## src/rtl/sqrt_pkg.sv

```systemverilog
// Shared definitions for the integer square-root controller (sqrt_ctrl).
//
// Contents:
//   - bus_ctrl bit positions (datapath control word, 10 bits)
//   - bus_proc field positions (s = [8:0], x = [16:9])
//   - sqrt_state_e, the controller state encoding
//
// Optional build macro used elsewhere in this slice: SQRT_CTRL_ITER_EN
// (adds iter_o to sqrt_ctrl).
package sqrt_pkg;

  // bus_ctrl bit positions
  localparam int CTRL_INIT     = 0;  // datapath init (s, d preset)
  localparam int CTRL_WR_S     = 1;  // s <= reg1 + reg2
  localparam int CTRL_WR_D     = 2;  // d <= reg1 + reg2
  localparam int CTRL_WR_R     = 3;  // r / dt_o <= d >> 1
  localparam int CTRL_EN_R1    = 4;  // reg1 <= selected signal
  localparam int CTRL_EN_R2    = 5;  // reg2 <= selected signal
  localparam int CTRL_SEL_D    = 6;  // select d
  localparam int CTRL_SEL_AUX2 = 7;  // select constant 2
  localparam int CTRL_SEL_S    = 8;  // select s
  localparam int CTRL_SEL_AUX1 = 9;  // select constant 1

  // bus_proc field positions
  localparam int S_LSB = 0;
  localparam int S_MSB = 8;
  localparam int X_LSB = 9;
  localparam int X_MSB = 16;

  // Iteration counter width; holds MAX_ITER values up to 31.
  localparam int ITER_W = 5;

  // Controller states. Every loop iteration walks CMP..S2_WR (10 states);
  // reads and writes sit in separate cycles so reg1/reg2 always see
  // post-write values.
  typedef enum logic [3:0] {
    ST_IDLE  = 4'd0,
    ST_INIT  = 4'd1,
    ST_CMP   = 4'd2,
    ST_D_R1  = 4'd3,
    ST_D_R2  = 4'd4,
    ST_D_WR  = 4'd5,
    ST_S1_R1 = 4'd6,
    ST_S1_R2 = 4'd7,
    ST_S1_WR = 4'd8,
    ST_S2_R1 = 4'd9,
    ST_S2_R2 = 4'd10,
    ST_S2_WR = 4'd11,
    ST_RES   = 4'd12,
    ST_DONE  = 4'd13
  } sqrt_state_e;

endpackage

```

## src/rtl/sqrt_ctrl_dec.sv

```systemverilog
// Purely combinational state -> bus_ctrl decoder for sqrt_ctrl.
//
// Ports:
//   state_i   in   sqrt_state_e   state to decode
//   ctrl_o    out  [CTRL_W-1:0]   datapath control word
//
// At most one select bit [9:6] is set for any state, and the register
// enables [5:4] only ever appear together with a select bit.
module sqrt_ctrl_dec
  import sqrt_pkg::*;
#(
  parameter int CTRL_W = 10
) (
  input  sqrt_state_e       state_i,
  output logic [CTRL_W-1:0] ctrl_o
);

  always_comb begin
    ctrl_o = '0;
    case (state_i)
      ST_INIT: ctrl_o[CTRL_INIT] = 1'b1;
      // d += 2
      ST_D_R1: begin
        ctrl_o[CTRL_SEL_D]  = 1'b1;
        ctrl_o[CTRL_EN_R1]  = 1'b1;
      end
      ST_D_R2: begin
        ctrl_o[CTRL_SEL_AUX2] = 1'b1;
        ctrl_o[CTRL_EN_R2]    = 1'b1;
      end
      ST_D_WR: ctrl_o[CTRL_WR_D] = 1'b1;
      // s += d
      ST_S1_R1: begin
        ctrl_o[CTRL_SEL_S]  = 1'b1;
        ctrl_o[CTRL_EN_R1]  = 1'b1;
      end
      ST_S1_R2: begin
        ctrl_o[CTRL_SEL_D]  = 1'b1;
        ctrl_o[CTRL_EN_R2]  = 1'b1;
      end
      ST_S1_WR: ctrl_o[CTRL_WR_S] = 1'b1;
      // s += 1
      ST_S2_R1: begin
        ctrl_o[CTRL_SEL_S]  = 1'b1;
        ctrl_o[CTRL_EN_R1]  = 1'b1;
      end
      ST_S2_R2: begin
        ctrl_o[CTRL_SEL_AUX1] = 1'b1;
        ctrl_o[CTRL_EN_R2]    = 1'b1;
      end
      ST_S2_WR: ctrl_o[CTRL_WR_S] = 1'b1;
      ST_RES:   ctrl_o[CTRL_WR_R] = 1'b1;
      default:  ctrl_o = '0;
    endcase
  end

endmodule

```

## src/rtl/sqrt_ctrl.sv

```systemverilog
// Control FSM for the integer square-root datapath sqrt_proc.
//
// Ports:
//   clk       in   clock
//   rstn_i    in   asynchronous active-low reset
//   start_i   in   start request, sampled only in IDLE
//   bus_proc  in   [PROC_W-1:0] datapath status: s=[8:0], x=[16:9]
//   busy_o    out  low only in IDLE (datapath captures dt_i into x then)
//   bus_ctrl  out  [CTRL_W-1:0] datapath control word (see sqrt_pkg)
//   done_o    out  one-cycle completion pulse
//   err_o     out  one-cycle pulse alongside done_o when the watchdog fired
//   iter_o    out  [4:0] live iteration counter (only with SQRT_CTRL_ITER_EN)
//
// Build macro: SQRT_CTRL_ITER_EN exposes the iteration counter on iter_o;
// the counter and watchdog exist in both builds.
//
// Handshake: start_i is a level sampled on a clock edge while busy_o is
// low; that same edge moves the FSM to INIT and is the edge on which the
// datapath captures its operand. done_o marks the cycle in which dt_o is
// valid; the FSM returns to IDLE on the following edge.
//
// All outputs are registered from the next-state decode, so they line up
// with the registered state without a cycle of lag.
module sqrt_ctrl
  import sqrt_pkg::*;
#(
  parameter int MAX_ITER = 15,
  parameter int CTRL_W   = 10,
  parameter int PROC_W   = 17
) (
  input  logic              clk,
  input  logic              rstn_i,
  input  logic              start_i,
  input  logic [PROC_W-1:0] bus_proc,
  output logic              busy_o,
  output logic [CTRL_W-1:0] bus_ctrl,
  output logic              done_o,
`ifdef SQRT_CTRL_ITER_EN
  output logic [ITER_W-1:0] iter_o,
`endif
  output logic              err_o
);

  localparam logic [ITER_W-1:0] MAX_ITER_V = MAX_ITER[ITER_W-1:0];

  sqrt_state_e       state_q, state_d;
  logic [ITER_W-1:0] iter_q, iter_d;
  logic              err_q, err_d;
  logic              busy_q, busy_d;
  logic [CTRL_W-1:0] bus_ctrl_q, bus_ctrl_d;
  logic              done_q, done_d;
  logic              err_pulse_q, err_pulse_d;

  logic [8:0] s_val;
  logic [8:0] x_ext;

  assign s_val = bus_proc[S_MSB:S_LSB];
  assign x_ext = {1'b0, bus_proc[X_MSB:X_LSB]};

  always_comb begin
    state_d = state_q;
    iter_d  = iter_q;
    err_d   = err_q;
    case (state_q)
      ST_IDLE: begin
        if (start_i) begin
          state_d = ST_INIT;
          iter_d  = '0;
          err_d   = 1'b0;
        end
      end
      ST_INIT: state_d = ST_CMP;
      ST_CMP: begin
        if (x_ext >= s_val) begin
          if (iter_q < MAX_ITER_V) begin
            state_d = ST_D_R1;
            iter_d  = iter_q + 1'b1;
          end else begin
            // Watchdog: loop would continue past the iteration limit.
            state_d = ST_RES;
            err_d   = 1'b1;
          end
        end else begin
          state_d = ST_RES;
        end
      end
      ST_D_R1:  state_d = ST_D_R2;
      ST_D_R2:  state_d = ST_D_WR;
      ST_D_WR:  state_d = ST_S1_R1;
      ST_S1_R1: state_d = ST_S1_R2;
      ST_S1_R2: state_d = ST_S1_WR;
      ST_S1_WR: state_d = ST_S2_R1;
      ST_S2_R1: state_d = ST_S2_R2;
      ST_S2_R2: state_d = ST_S2_WR;
      ST_S2_WR: state_d = ST_CMP;
      ST_RES:   state_d = ST_DONE;
      ST_DONE:  state_d = ST_IDLE;
      default:  state_d = ST_IDLE;
    endcase
  end

  sqrt_ctrl_dec #(
    .CTRL_W (CTRL_W)
  ) u_dec (
    .state_i (state_d),
    .ctrl_o  (bus_ctrl_d)
  );

  always_comb begin
    busy_d      = (state_d != ST_IDLE);
    done_d      = (state_d == ST_DONE);
    err_pulse_d = (state_d == ST_DONE) && err_d;
  end

  always_ff @(posedge clk or negedge rstn_i) begin
    if (!rstn_i) begin
      state_q     <= ST_IDLE;
      iter_q      <= '0;
      err_q       <= 1'b0;
      busy_q      <= 1'b0;
      bus_ctrl_q  <= '0;
      done_q      <= 1'b0;
      err_pulse_q <= 1'b0;
    end else begin
      state_q     <= state_d;
      iter_q      <= iter_d;
      err_q       <= err_d;
      busy_q      <= busy_d;
      bus_ctrl_q  <= bus_ctrl_d;
      done_q      <= done_d;
      err_pulse_q <= err_pulse_d;
    end
  end

  assign busy_o   = busy_q;
  assign bus_ctrl = bus_ctrl_q;
  assign done_o   = done_q;
  assign err_o    = err_pulse_q;
`ifdef SQRT_CTRL_ITER_EN
  assign iter_o   = iter_q;
`endif

endmodule

```

## config.mk

```make
export PLATFORM = sky130hd
export DESIGN_NAME = sqrt_ctrl
export DESIGN_NICKNAME = d
export VERILOG_FILES = /design/src/rtl/sqrt_pkg.sv /design/src/rtl/sqrt_ctrl_dec.sv /design/src/rtl/sqrt_ctrl.sv
export SDC_FILE = /design/constraint.sdc
export NUM_CORES = 1
export LEC_CHECK = 0
export BUFFER_PORTS_ARGS = -buffer_cell sky130_fd_sc_hd__buf_2
export CAP_MARGIN = 20
export CELL_PAD_IN_SITES_DETAIL_PLACEMENT = 0
export CELL_PAD_IN_SITES_GLOBAL_PLACEMENT = 1
export CORE_MARGIN = 8
export CORE_UTILIZATION = 41
export CTS_CLUSTER_SIZE = 10
export DETAILED_ROUTE_END_ITERATION = 8
export PLACE_DENSITY_LB_ADDON = 0.3
export SETUP_SLACK_MARGIN = 0.2
export SYNTH_ARGS = -nofsm -noshare
export SYNTH_HDL_FRONTEND = slang
export SYNTH_SLANG_ARGS = --single-unit
```

## constraint.sdc

```tcl
create_clock -name clk -period 3.5 [get_ports clk]
set_input_delay 0.35 -clock clk [delete_from_list [all_inputs] [get_ports clk]]
set_output_delay 0.35 -clock clk [all_outputs]
set_load 0.05 [all_outputs]
```

==> results.cfg, run 1 <==
[clocking]
cts_max_level = 1
clockBufferDepth = 2
clock_latency_of_the_later_clocked_register_in_the_worst_skew_pair_ns = 0.30
cts.sinks = 23
cts_inserted_buffers = 3
tritoncts = done
clkTransAtPathRegs_ns = 0.12
clockRootBuffer = sky130_fd_sc_hd__clkbuf_4
post_cts_buffers = 0
cts-resized-gates = 0
post_cts_hold_buffer_count = 0

[grt]
grt_start_max_net_pins = 24
antenna_violations_before_repair = 0
vias_in_the_first_global_route = 839
grt_pass1_wl_mm = 3.88
globalRouteTotalUtil = 0.0947
gr-total-overflow = 0

[power]
p_total_mw = 1.02
power.density_nw_per_um2 = 730
ir_worst_vdd_mv = 0.572
power.leakage_nw = 0.742

[critical_path]
worst_ep_arrival_time_ns = 1.96
timing.critical_path.slowest_cell_delay_ns = 0.65
critPathMaxFanout = 17
worstPathBufferInverterCount = 0
critical_path_s_slowest_cell = sky130_fd_sc_hd__dfrtp_1
setup.worst_path.end_class = flip-flop
critical_path.cell_chain = nand2b_1 -> nor3_2 -> nand2_1 -> nor2_1 -> mux2i_1
startpoint_type = flip-flop
timing.setup.critical_path_class = reg2reg
critical_path_required_ns = 3.73
critPathTopFamily = simple AND/OR/NAND/NOR gates

[logic_synthesis]
netlist_instances = 122
ys_async_sr_fraction = 1.00
postSynthRegisterBits = 23
syn-num-nets = 151
synth.yosys.warnings = 0
synth-main-ff-cell = sky130_fd_sc_hd__dfrtp_1
number_of_flops_mapped_to_enable_cells_by_yosys = 0
synthTopCellsByArea = sky130_fd_sc_hd__dfrtp_1 (48%), sky130_fd_sc_hd__ha_1 (9.4%), sky130_fd_sc_hd__nand2_1 (3.8%)
synth.distinct_cells = 37
netlist.top_cell.by_area = sky130_fd_sc_hd__dfrtp_1
synth_largest_type_area_fraction = 0.483
postSynthAreaPerCell_um2 = 9.77
syn_area_um2 = 1190
synth.yosys.seq_area_share = 0.483

[route]
drt-initial-drc-count = 33
postRouteAntennaNets = 0
drt_first_pass_iters = 4
detail_route.drc_violations = 0
route.final.wire_length_mm = 2.32
vias = 957
route.detailed.vias_per_inst = 5.20
routed_wire_length_per_instance_um = 12.6

[hold_path]
hold_class = in2async

[floorplan]
std_cell_rows = 19
effective_utilization_at_floorplan = 0.432
die_h_um = 69.9
die_width_um = 69.9
floorplan_die_area_um2 = 4890
num_io_pins = 33
core_um2 = 2760

[sta]
unrepaired_setup_endpoints_after_global_routing = false
max_slew.worst_pin.slew_ns = 0.491
timing_hold_violations_final = 23
maxSlewHeadroom = 0.673
final_period_minus_worst_setup_slack_ns = 1.73
period_share = 0.494
fmaxAchievable_mhz = 578
setup-tns-final_ns = 0
clock_skew_ns = 0.00500
final_max_slew_viol_count = 0
hold_slack_ns = -0.0110
finalSetupViolCount = 0

[placement]
placement.io_buffers = 32
dp_cells = 180
globalplace.congestion = 0.828
detailed_place_hpwl_mm = 1.86

[layout]
n_fill_cell = 255
num_antenna_cells = 0
final_util = 0.507
area.sequential_um2 = 576
flow.area_growth_from_synthesis_pct = 17.3
post_route_cells_drive_above_1_share = 0.255
footprint_of_the_multi_input_gates_um2 = 556
finish.net_count = 183
layoutNonFillerInstCount = 184

[run_status]
violated_checks = hold timing
status = complete, but fails checks

[flow_run]
max_cap_violations = 0
[cell usage after synthesis, types with 2 or more instances]
cell type	count
sky130_fd_sc_hd__nor2b_1	4
sky130_fd_sc_hd__nand4b_1	2
sky130_fd_sc_hd__mux2i_1	2
sky130_fd_sc_hd__inv_1	11
sky130_fd_sc_hd__clkbuf_1	4
sky130_fd_sc_hd__nor3_1	2
sky130_fd_sc_hd__a21o_1	2
sky130_fd_sc_hd__nand2_1	12
sky130_fd_sc_hd__nand3_1	6
sky130_fd_sc_hd__a21oi_1	5
sky130_fd_sc_hd__nand2b_1	4
sky130_fd_sc_hd__dfrtp_1	23
sky130_fd_sc_hd__and3_1	2
sky130_fd_sc_hd__o21ai_1	2
sky130_fd_sc_hd__ha_1	9
sky130_fd_sc_hd__nor2_1	7
sky130_fd_sc_hd__o21ai_0	5
[flip-flops by register name, summed over array words and instances (netlist names)]
name / flops
state_q: 4
bus_ctrl: 10
iter_q: 5
done_o: 1
err_o: 1
err_q: 1
busy_o: 1
[worst paths after layout]
check	start	endpoint	slack (ns)	cells past startpoint
setup / recovery	state_q[1]	iter_q[1]	1.77	5
hold / removal	rstn_i	bus_ctrl[5]	-0.01	1
setup reg to reg	state_q[1]	iter_q[1]	1.77	5
hold reg to reg	err_q	err_q	0.51	2
max in group asynchronous	rstn_i	iter_q[3]	3.18	1
min in group clk	start_i	busy_o	0.30	2
[layout make-up]
| type | count | area share |
|---|---|---|
| clock inverters | 1 | 0.00358 |
| repair buffers | 32 | 0.114 |
| well taps | 31 | 0.0277 |
| flip-flops and latches | 23 | 0.411 |
| inverters | 11 | 0.0295 |
| clock buffers | 3 | 0.0161 |
| multi-input cells | 83 | 0.397 |
[kinds of logic (layout without fill, tap and decap cells)]
| family | count (synthesis) | count (layout) | share of synthesized area |
|---|---|---|---|
| and+or+nand+nor | 43 | 43 | 0.187 |
| DFF | 23 | 23 | 0.483 |
| adders and majority gates | 9 | 9 | 0.0944 |
| buffers and inverters | 16 | 47 | 0.0514 |
| xor gates and xnor gates | 1 | 1 | 0.00735 |
| AOI/OAI and AO/OA | 28 | 28 | 0.161 |
| muxes | 2 | 2 | 0.0168 |
[placed cells by master, fill, tap and decap left out, drive strengths merged]
master  Yosys  final
and3        2      2
nor2b       5      5
inv        11     11
a22oi       1      1
dfrtp      23     23
o21a        1      1
a21oi       5      5
buf         0     32
a41oi       1      1
and2        1      1
nand2      12     12
nor3        3      3
mux2i       2      2
a41o        1      1
nand3       6      6
a211oi      1      1
a221oi      1      1
clkbuf      5      3
o311ai      1      1
xor2        1      1
nor2        7      7
ha          9      9
o21ai       7      7
nand2b      4      4
o22a        1      1
o22ai       1      1
a31oi       1      1
a21o        2      2
clkinv      0      1
o211ai      1      1
o31a        2      2
nand4b      2      2
or3         1      1
o32a        1      1
[metal layers]
| layer | global-route usage | up-vias | share of wire |
|---|---|---|---|
| met5 | 0 | - | 0 |
| met1 | 0.124 | 437 | 0.47 |
| met3 | 0.0480 | 2 | 0.076 |
| met4 | 0.0268 | 0 | 0.0034 |
| met2 | 0.133 | 29 | 0.45 |
| li1 | - | 489 | - |
[worst register-to-register path, delay by kind of cell (launching register included)]
kind	cells	cell delay (ns)
and+or+nand+nor	4	0.80
DFF	1	0.65
muxes	1	0.21
[report_power, final]
group | total [mW] | switching (mW) | internal [mW]
clock | 0.115 | 0.0722 | 0.0426
sequential | 0.451 | 0.109 | 0.342
combinational | 0.455 | 0.300 | 0.154
[per-stage QoR]
step | hold WS [ns] | instance area, um^2 | worst slack [ns]
finish | -0.0110 | 1400 | 1.77
global route | 0.00701 | 1400 | 1.56
CTS | 0.000528 | 1400 | 1.77
detailed placement | 0.347 | 1370 | 1.62
global placement | 0.343 | 1370 | 1.62
floorplan | 0.0544 | 1190 | 1.81
Power figures use the tool's default switching activity.
==> run 2, diff against run 1 <==
Settings changed: CORE_UTILIZATION 41 to 38.
Clock period 3.5 ns to 1.7 ns, I/O delays scaled along.
==> run 2 against run 1 <==
The flow now finishes without violations. Register-to-register slack got worse by 1.5 ns. Worst hold slack better by 0.17 ns. Setup slack lost 1.5 ns. First-iteration DRC count decreased by 58%. Final area increased by 6.6%. Critical path type unchanged.
==> results.cfg, run 2 (synthesis gave the netlist of run 1 again) <==
[run_status]
status = complete, no violations

[critical_path]
timing.critical_path.slowest_cell_delay_ns = 0.40
worst_ep_arrival_time_ns = 1.72
setup.worst_path.end_class = flip-flop
critPathMaxFanout = 4
critical_path_required_ns = 1.95
timing.setup.critical_path_class = reg2reg
critPathTopFamily = simple AND/OR/NAND/NOR gates
critical_path.cell_chain = nand2b_4 -> nor3_4 -> nand3_1 -> or3_1 -> a21oi_1
critical_path_s_slowest_cell = sky130_fd_sc_hd__dfrtp_1
startpoint_type = flip-flop
worstPathBufferInverterCount = 0

[route]
routed_wire_length_per_instance_um = 13.2
route.detailed.vias_per_inst = 5.02
vias = 1019
route.final.wire_length_mm = 2.69
drt_first_pass_iters = 4
drt-initial-drc-count = 14
detail_route.drc_violations = 0
postRouteAntennaNets = 0

[power]
power.leakage_nw = 0.776
p_total_mw = 2.30
ir_worst_vdd_mv = 0.761
power.density_nw_per_um2 = 1540

[grt]
grt_pass1_wl_mm = 4.69
antenna_violations_before_repair = 0
grt_start_max_net_pins = 24
globalRouteTotalUtil = 0.110
gr-total-overflow = 0
vias_in_the_first_global_route = 1087

[layout]
largest_register_ffs = 10
finish.net_count = 189
post_route_cells_drive_above_1_share = 0.302
most_frequent_cells_in_the_layout = sky130_fd_sc_hd__buf_2 (32), sky130_fd_sc_hd__dfrtp_1 (22), sky130_fd_sc_hd__nand2_1 (12), sky130_fd_sc_hd__inv_1 (11), sky130_fd_sc_hd__ha_1 (9)
num_antenna_cells = 0
flow.area_growth_from_synthesis_pct = 25.1
layout.cells.most_common = sky130_fd_sc_hd__buf_2
n_fill_cell = 287
layoutNonFillerInstCount = 203

[sta]
max_slew.worst_pin.slew_ns = 0.511
finalSetupViolCount = 0
maxSlewHeadroom = 0.660
timing_hold_violations_final = 0
fmaxAchievable_mhz = 680
unrepaired_setup_endpoints_after_global_routing = true
setup-tns-final_ns = 0
final_max_slew_viol_count = 0
period_share = 0.865
hold_slack_ns = 0.162
layout_setup_ws_ns = 0.229
clock_skew_ns = 0.00627
final_period_minus_worst_setup_slack_ns = 1.47

[placement]
dp_cells = 197
placement.io_buffers = 32
pre_cts_slack_ns = -0.0323
globalplace.congestion = 0.843
detailed_place_hpwl_mm = 2.10

[clocking]
cts.sinks = 23
cts_max_level = 1
cts_inserted_buffers = 3
tritoncts = done
clockBufferDepth = 2
clock_latency_of_the_later_clocked_register_in_the_worst_skew_pair_ns = 0.31
clkTransAtPathRegs_ns = 0.12
clockRootBuffer = sky130_fd_sc_hd__clkbuf_4

[floorplan]
die_h_um = 72.0
floorplan_die_area_um2 = 5190
core_um2 = 3030
die_width_um = 72.0
std_cell_rows = 20
num_io_pins = 33
effective_utilization_at_floorplan = 0.394

[flow_run]
max_cap_violations = 0

[hold_path]
hold_class = in2reg
run 2: cell types whose count changed in the layout (fill, tap and decap cells not counted), sizes merged:
cell | before | now
dlygate4sd3 | 0 | 1
clkinv | 1 | 0
clkbuf | 3 | 4
buf | 32 | 37
run 2: what timing repair did:
action	CTS	global route
hold endpoints to repair	23	0
pin swaps	0	3
setup buffers	0	1
resized for setup	2	5
hold buffers	1	0
endpoints found under the setup margin	4	8
run 2: cell type report:
type	instances	area [um^2]	share of cell area
multi-input cells	83	584	0.392
flip-flops and latches	23	577	0.387
clock buffers	4	26.3	0.0176
repair buffers	38	208	0.139
well taps	44	55.1	0.0369
inverters	11	41.3	0.0277
run 2: worst reg2reg max path: cells and delay by family (launching register included):
family           cells  cell delay, ns
AO/OA/AOI/OAI        1            0.14
flip-flops           1            0.40
AND/OR/NAND/NOR      4            0.88
run 2: through the flow:
stage	cell area, um^2	utilization
2_1_floorplan	1190	-
3_3_place_gp	1420	0.468
3_5_place_dp	1420	0.468
4_1_cts	1470	0.484
5_1_grt	1490	0.493
6_report	1490	0.493
run 2: worst paths after layout:
path / from / to / slack [ns] / cells past startpoint
setup / recovery: state_q[0] / iter_q[2] / 0.23 / 5
hold / removal: start_i / busy_o / 0.16 / 2
setup reg to reg: state_q[0] / iter_q[2] / 0.23 / 5
hold reg to reg: err_q / err_q / 0.50 / 2
max in group asynchronous: rstn_i / state_q[1] / 0.99 / 2
min in group asynchronous: rstn_i / bus_ctrl[6] / 0.35 / 2
run 2: power by group:
group / internal, mW / leakage, nW / switching, mW / total, mW
clock network: 0.0916 / 0.0150 / 0.158 / 0.250
logic: 0.416 / 0.457 / 0.793 / 1.21
registers: 0.708 / 0.303 / 0.137 / 0.845
total: 1.22 / 0.776 / 1.09 / 2.30
run 2: layer usage:
layer,routed length [um],part of all wire,global-route usage
met1,1160,0.43,0.120
met2,1260,0.47,0.189
met3,218,0.081,0.0358
met4,48,0.018,0.0499
met5,0,0,0
